File: config.mk
export PLATFORM = sky130hd
export DESIGN_NAME = shape_processor_apb_bridge
export DESIGN_NICKNAME = d
export VERILOG_FILES = /design/src/rtl/shape_processor_pkg.sv /design/src/rtl/shape_processor_apb_bridge.sv
export SDC_FILE = /design/constraint.sdc
export NUM_CORES = 1
export LEC_CHECK = 0
export BUFFER_PORTS_ARGS = -buffer_cell sky130_fd_sc_hd__buf_2
export CORE_AREA = 2 2 85 79
export DETAILED_ROUTE_END_ITERATION = 16
export DIE_AREA = 0 0 87 81
export PLACE_DENSITY = 0.87
export SLEW_MARGIN = 20
export SYNTH_ARGS = -nofsm -noshare
export SYNTH_HDL_FRONTEND = slang
export SYNTH_SLANG_ARGS = --single-unit
File: constraint.sdc
create_clock -name clk -period 2.77 [get_ports clk]
set_clock_uncertainty 0.1 [all_clocks]
set_input_delay 0.1385 -clock clk [delete_from_list [all_inputs] [get_ports clk]]
set_output_delay 0.1385 -clock clk [all_outputs]
set_load 0.1 [all_outputs]
File: src/rtl/shape_processor_pkg.sv
// Shared types for shape_processor and its APB bridge: CTRL SFR layout,
// SHAPE encodings, the legality helper and the bridge FSM states.
package shape_processor_pkg;

   typedef struct packed {
      logic [13:0] reserved1;
      logic [1:0]  shape;
      logic [10:0] reserved0;
      logic [4:0]  operation;
   } ctrl_sfr_reg;

   typedef enum logic [1:0] {
      RECTANGLE = 2'b01,
      TRIANGLE  = 2'b10
   } shape_e;

   typedef enum logic [1:0] {
      ST_IDLE  = 2'd0,
      ST_ISSUE = 2'd1,
      ST_RESP  = 2'd2
   } bridge_state_e;

   localparam int SHAPE_LSB = 16;

   function automatic logic is_legal_shape(input logic [1:0] shape);
      return (shape == RECTANGLE) || (shape == TRIANGLE);
   endfunction

endpackage

File: src/rtl/shape_processor_apb_bridge.sv
// APB3 slave that turns each transfer into one registered write/read strobe to
// shape_processor. Optional SHAPE screening on CTRL writes: SHAPE_BRIDGE_SHAPE_CHECK_EN.
module shape_processor_apb_bridge
   import shape_processor_pkg::*;
#(
   parameter int                    ADDR_WIDTH = 12,
   parameter logic [ADDR_WIDTH-1:0] CTRL_ADDR  = 'h000
) (
   input  logic                  clk,
   input  logic                  rst_n,
   input  logic                  psel,
   input  logic                  penable,
   input  logic                  pwrite,
   input  logic [ADDR_WIDTH-1:0] paddr,
   input  logic [31:0]           pwdata,
   output logic                  pready,
   output logic [31:0]           prdata,
   output logic                  pslverr,
   output logic                  write,
   output logic [31:0]           write_data,
   output logic                  read,
   input  logic [31:0]           read_data,
   input  logic                  error,
   output logic [1:0]            dbg_state
);

   // Handshake: a transfer is accepted on psel && !penable in IDLE; the
   // strobe fires the next cycle, and pready completes it one cycle later.
   // Dropping psel before completion abandons the transfer without pready.

   bridge_state_e state_q, state_d;
   logic          pwrite_q, pwrite_d;
   logic          hit_q, hit_d;
   logic          shape_ok_q, shape_ok_d;
   logic          write_q, write_d;
   logic          read_q, read_d;
   logic [31:0]   write_data_q, write_data_d;
   logic          pready_q, pready_d;
   logic          pslverr_q, pslverr_d;
   logic [31:0]   prdata_q, prdata_d;

   logic          setup;
   logic          addr_hit;
   logic          shape_ok_in;

   assign setup    = psel && !penable;
   assign addr_hit = (paddr == CTRL_ADDR);

`ifdef SHAPE_BRIDGE_SHAPE_CHECK_EN
   assign shape_ok_in = is_legal_shape(pwdata[SHAPE_LSB+1:SHAPE_LSB]);
`else
   assign shape_ok_in = 1'b1;
`endif

   always_comb begin
      state_d      = state_q;
      pwrite_d     = pwrite_q;
      hit_d        = hit_q;
      shape_ok_d   = shape_ok_q;
      write_d      = 1'b0;
      read_d       = 1'b0;
      write_data_d = write_data_q;
      pready_d     = 1'b0;
      pslverr_d    = 1'b0;
      prdata_d     = 32'h0;

      case (state_q)
         ST_IDLE: begin
            if (setup) begin
               state_d    = ST_ISSUE;
               pwrite_d   = pwrite;
               hit_d      = addr_hit;
               shape_ok_d = shape_ok_in;
               // Strobes are decided here so they are flop outputs in ISSUE.
               if (addr_hit) begin
                  if (pwrite && shape_ok_in) begin
                     write_d      = 1'b1;
                     write_data_d = pwdata;
                  end else if (!pwrite) begin
                     read_d = 1'b1;
                  end
               end
            end
         end
         ST_ISSUE: begin
            if (!psel) begin
               state_d = ST_IDLE;
            end else begin
               state_d  = ST_RESP;
               pready_d = 1'b1;
               if (hit_q && (!pwrite_q || shape_ok_q)) begin
                  pslverr_d = error;
                  prdata_d  = pwrite_q ? 32'h0 : read_data;
               end else begin
                  pslverr_d = 1'b1;
               end
            end
         end
         ST_RESP: begin
            state_d = ST_IDLE;
         end
         default: begin
            state_d = ST_IDLE;
         end
      endcase
   end

   always_ff @(posedge clk or negedge rst_n) begin
      if (!rst_n) begin
         state_q      <= ST_IDLE;
         pwrite_q     <= 1'b0;
         hit_q        <= 1'b0;
         shape_ok_q   <= 1'b0;
         write_q      <= 1'b0;
         read_q       <= 1'b0;
         write_data_q <= 32'h0;
         pready_q     <= 1'b0;
         pslverr_q    <= 1'b0;
         prdata_q     <= 32'h0;
      end else begin
         state_q      <= state_d;
         pwrite_q     <= pwrite_d;
         hit_q        <= hit_d;
         shape_ok_q   <= shape_ok_d;
         write_q      <= write_d;
         read_q       <= read_d;
         write_data_q <= write_data_d;
         pready_q     <= pready_d;
         pslverr_q    <= pslverr_d;
         prdata_q     <= prdata_d;
      end
   end

   assign pready     = pready_q;
   assign prdata     = prdata_q;
   assign pslverr    = pslverr_q;
   assign write      = write_q;
   assign read       = read_q;
   assign write_data = write_data_q;
   assign dbg_state  = state_q;

endmodule
* Word-level counts from Yosys, hierarchy flattened
Cells that the tools add are included.
** Word-level totals
- Register bits :: 73
- Input bits :: 82
- Output and inout port bits :: 70
** Cells by class
- Equal/unequal tests :: 2
- Mux-type cells :: 20
- Reductions and logical operators :: 9
** Operator list (number)
- two-way mux 32 bit :: 4
- two-way mux 1 bit :: 13
- logical NOT 12 bit :: 1
- two-way mux 2 bit :: 2
- case mux 2 bit (2 select lines) :: 1
- AND reduction 4 bit :: 1
- equality test 2 x 1 -> 1 bit, second input constant :: 1
- logical AND 1 bit :: 2
- logical NOT 1 bit :: 2
- logical NOT 2 bit :: 1
- inequality test 2 bit, second input constant :: 1
- AND reduction 2 bit :: 1
- logical OR 1 bit :: 1

* Longest topological paths before layout
- Depth after elaboration :: 6
- Mapped depth :: 6
- Gate-level depth less buffers :: 4

* Worst setup path before layout
OpenSTA, ideal clock, no wires.
- Path kind :: reg2reg
- Start point :: register state_q[0] (netlist: dbg_state[0])
- End point :: register write_data_q[10] (netlist: write_data[10])
- Library setup time :: 0.125 ns
- Arrival time :: 2.172 ns
- Data required time :: 2.545 ns
- Setup slack :: 0.372 ns
- Stages on the path, launching flop included :: 7
- Buffers on the path :: 2
- Period minus slack after synthesis :: 2.398 ns
- Path through :: dfrtp_1 -> nor4b_4 -> nand4_2 -> or2_1 -> buf_6 -> buf_12 -> mux2_4
** On the way
- Word-level cells in the longest chain between the ends :: 2
** Ends and longest elaborated chain
- start, declared :: RTL line shape_processor_apb_bridge.sv:31 : bridge_state_e state_q, state_d;
- start signal, assigned :: RTL line shape_processor_apb_bridge.sv:121 : state_q <= state_d;
- logical NOT 2 bit :: RTL line shape_processor_apb_bridge.sv:67 : case (state_q)
- AND reduction 4 bit (no source line)
- end signal, assigned :: RTL line shape_processor_apb_bridge.sv:127 : write_data_q <= write_data_d;
- end, declared :: RTL line shape_processor_apb_bridge.sv:37 : logic [31:0] write_data_q, write_data_d;
No other way between the ends.
A chain may end at the register's enable or synchronous reset.

* Worst setup path after layout
- Start point :: register state_q[0] (netlist: dbg_state[0])
- End point :: register write_data_q[4] (netlist: write_data[4])
The elaborated chain is that of the path after synthesis.

==> run_results.csv <==
group,metric,value,unit
outcome,status,"completed",
global_route,grt_pass1_wl,10730,um
clock_network,h-tree-depth,3,
global_route,grtUsageTotal,20.14,%
route,dr.pass1.iters,4,
clock_network,cts_buffer_depth,2,
yosys,syn_nets,246,
critical_path,crit_path_start_kind,"flip-flop",
critical_path,reg2reg_setup_slack,0.43,ns
critical_path,timing.rr.start,"dbg_state[0]",
die,fp.dieH,81,um
final_layout,final_cell_mix,"150 x buf_2, 73 x dfrtp_1, 70 x dlygate4sd3_1, 32 x and2_1, 29 x mux2_4",
yosys,synth_top_cell_by_area,"dfrtp_1",
route,vias,2098,
placed_design,io_buffers,151,
critical_path,cp.required,2.87,ns
route,wirelength,6919,um
yosys,yosysUniqueCellTypes,18,
min_path,hold_end,"hit_q",
global_route,grt_pass1_vias,2389,
yosys,synth.avg_cell_area,16.54,sq um
yosys,synth.area.top_cells,"dfrtp_1 67%, mux2_4 16%, and2_1 7.4%, buf_12 2.2%, mux2_2 1.7%",
pwr,power_density,530.5,nW/um^2
global_route,grt_max_degree,74,
route,drc_errors,0,
critical_path,r2r-end,"write_data[4]",
final_layout,syn2layout_area_growth,64.85,%
timing,hold_viol,0,
route,drt_iter0_markers,12,
critical_path,path_max_fanout,33,
die,io_pins,152,
die,die_w,87,um
clock_network,cts_buffers,9,
min_path,min_from,"paddr[7]",
final_layout,n_fill_cell,429,
final_layout,post-route-util,71.31,%
route,wire_per_inst,14.72,um
yosys,ys_ff_latch,73,
yosys,synth_cells,164,
timing,finalMaxSlewViolations,0,
clock_network,cts-root-buf,"clkbuf_8",
global_route,overflow,0,
pwr,peakVddDrop,0.0003284,V
final_layout,final_nets,472,
final_layout,final_common_cell,"buf_2",
critical_path,max_stage_delay,0.67,ns
timing,final.min_clock_period,2.337,ns
placed_design,place.gp.congestion,0.7161,
yosys,netlist.area_leader.share,67.34,%
timing,setup_viol,0,
yosys,seq_area_frac_synth,67.34,%
timing,grt_setup_unrepaired,"no",
global_route,antenna_found_initial,0,
die,start_util,43.26,%
clock_network,clk_latency,0.32,ns
critical_path,critical_path_class,"reg2reg",
clock_network,post_cts_buffers,0,
critical_path,crit_chain,"nor4b_4 > nand4_2 > or2_2 > mux2_4",
pwr,p_leak,2.637,nW
die,fp-row-count,28,
die,core_area,6271,sq um
run,maxCapViolCount,0,
clock_network,path_clk_slew,0.07,ns
route,vias_per_cell,4.464,
final_layout,insertedDiodeCount,0,
clock_network,clock_sinks,73,
placed_design,dp_hpwl,4040,um
critical_path,cp-end-kind,"flip-flop",
final_layout,final_layout_size_suffix_gt1_share,52.15,%
timing,tightest_slew,1.045,ns
route,antenna_left,0,
timing,tns,0,ns
critical_path,r2r_cells,4,
clock_network,cts_tree,"yes",
yosys,netlist_area,2713,sq um
critical_path,critPathSlowestCell,"or2_2",
timing,period_share,84.35,%
min_path,whs_path_depth,4,
die,die-area,7047,sq um
yosys,synth_warnings,0,
timing,max_freq,428.0,MHz
critical_path,crit_arrival,2.44,ns
min_path,hold_path.class,"in2reg",
timing,slew_headroom,30.31,%
[worst max path at each step]
stage	cells after the start	end	slack (ns)	start
2_1_floorplan	6	write_data[10]	0.37	dbg_state[0]
3_3_place_gp	4	write_data[28]	0.49	dbg_state[0]
3_5_place_dp	4	write_data[27]	0.40	dbg_state[0]
4_1_cts	4	write_data[9]	0.41	dbg_state[0]
5_1_grt	4	write_data[4]	0.35	dbg_state[0]
6_report	4	write_data[4]	0.43	dbg_state[0]
[cells by family after synthesis]
family / after synthesis / share of synthesized area, %
buffers and inverters: 13 / 3.875
flip-flops: 73 / 67.34
AO/OA/AOI/OAI: 2 / 0.4612
AND/OR/NAND/NOR: 43 / 10.61
multiplexers: 33 / 17.71
[layout make-up]
| cell class | count | area (sq um) | share of cell area (%) |
|---|---|---|---|
| clock buffers | 11 | 151.4 | 3.386 |
| inverters | 6 | 22.52 | 0.5036 |
| repair buffers | 222 | 1466 | 32.79 |
| clock inverters | 5 | 125.1 | 2.798 |
| well taps | 75 | 93.84 | 2.098 |
| multi-input cells | 78 | 785.8 | 17.57 |
| flip-flops and latches | 73 | 1827 | 40.85 |
[worst max-delay path: cells and delay by family, from the launching register on]
kind / cells / cell delay (ns)
DFF: 1 / 0.42
muxes: 1 / 0.44
and+or+nand+nor: 3 / 1.23
[where the power goes]
group	internal (mW)	leakage, nW	switching [mW]
combinational	0.113	1.49	0.0786
sequential	1.07	1.01	0.00511
clock	0.737	0.140	0.367
[through the flow]
step / power (mW) / setup slack (ns) / cells / instance area, sq um / hold WS [ns]
floorplan: 1.129 / 0.3721 / 164 / 2713 / -0.2571
detailed placement: 1.211 / 0.3991 / 384 / 3495 / 0.2173
CTS: 2.401 / 0.4145 / 470 / 4472 / 0.009800
finish: 2.372 / 0.4335 / 470 / 4472 / 0.02472
global placement: 1.208 / 0.4934 / 384 / 3495 / 0.1990
global route: 2.473 / 0.3458 / 470 / 4472 / 0.03744
[per-layer routing]
layer  vias to the layer above  GRT usage, %  share of wire, %
met1                      1004         21.05                37
met3                        13         5.589               6.2
met2                        95         38.02                54
met4                         0         7.969               1.9
met5                         -             0                 0
li1                        986             -                 -
[Yosys cell counts]
cell	number
mux2_2	4
buf_12	3
or2_2	1
a211oi_1	1
mux2_4	29
nor4_1	3
and2_1	32
inv_1	6
nor2_1	2
dfrtp_1	73
or2_1	1
buf_6	1
nor4b_4	1
nand3b_1	1
o21ai_0	1
nor3_1	1
clkbuf_1	3
nand4_2	1
[repair_timing]
action,CTS,global route
hold buffers,70,0
hold endpoints to repair,141,0
gates resized for setup,0,0
Power figures use the tool's default switching activity.
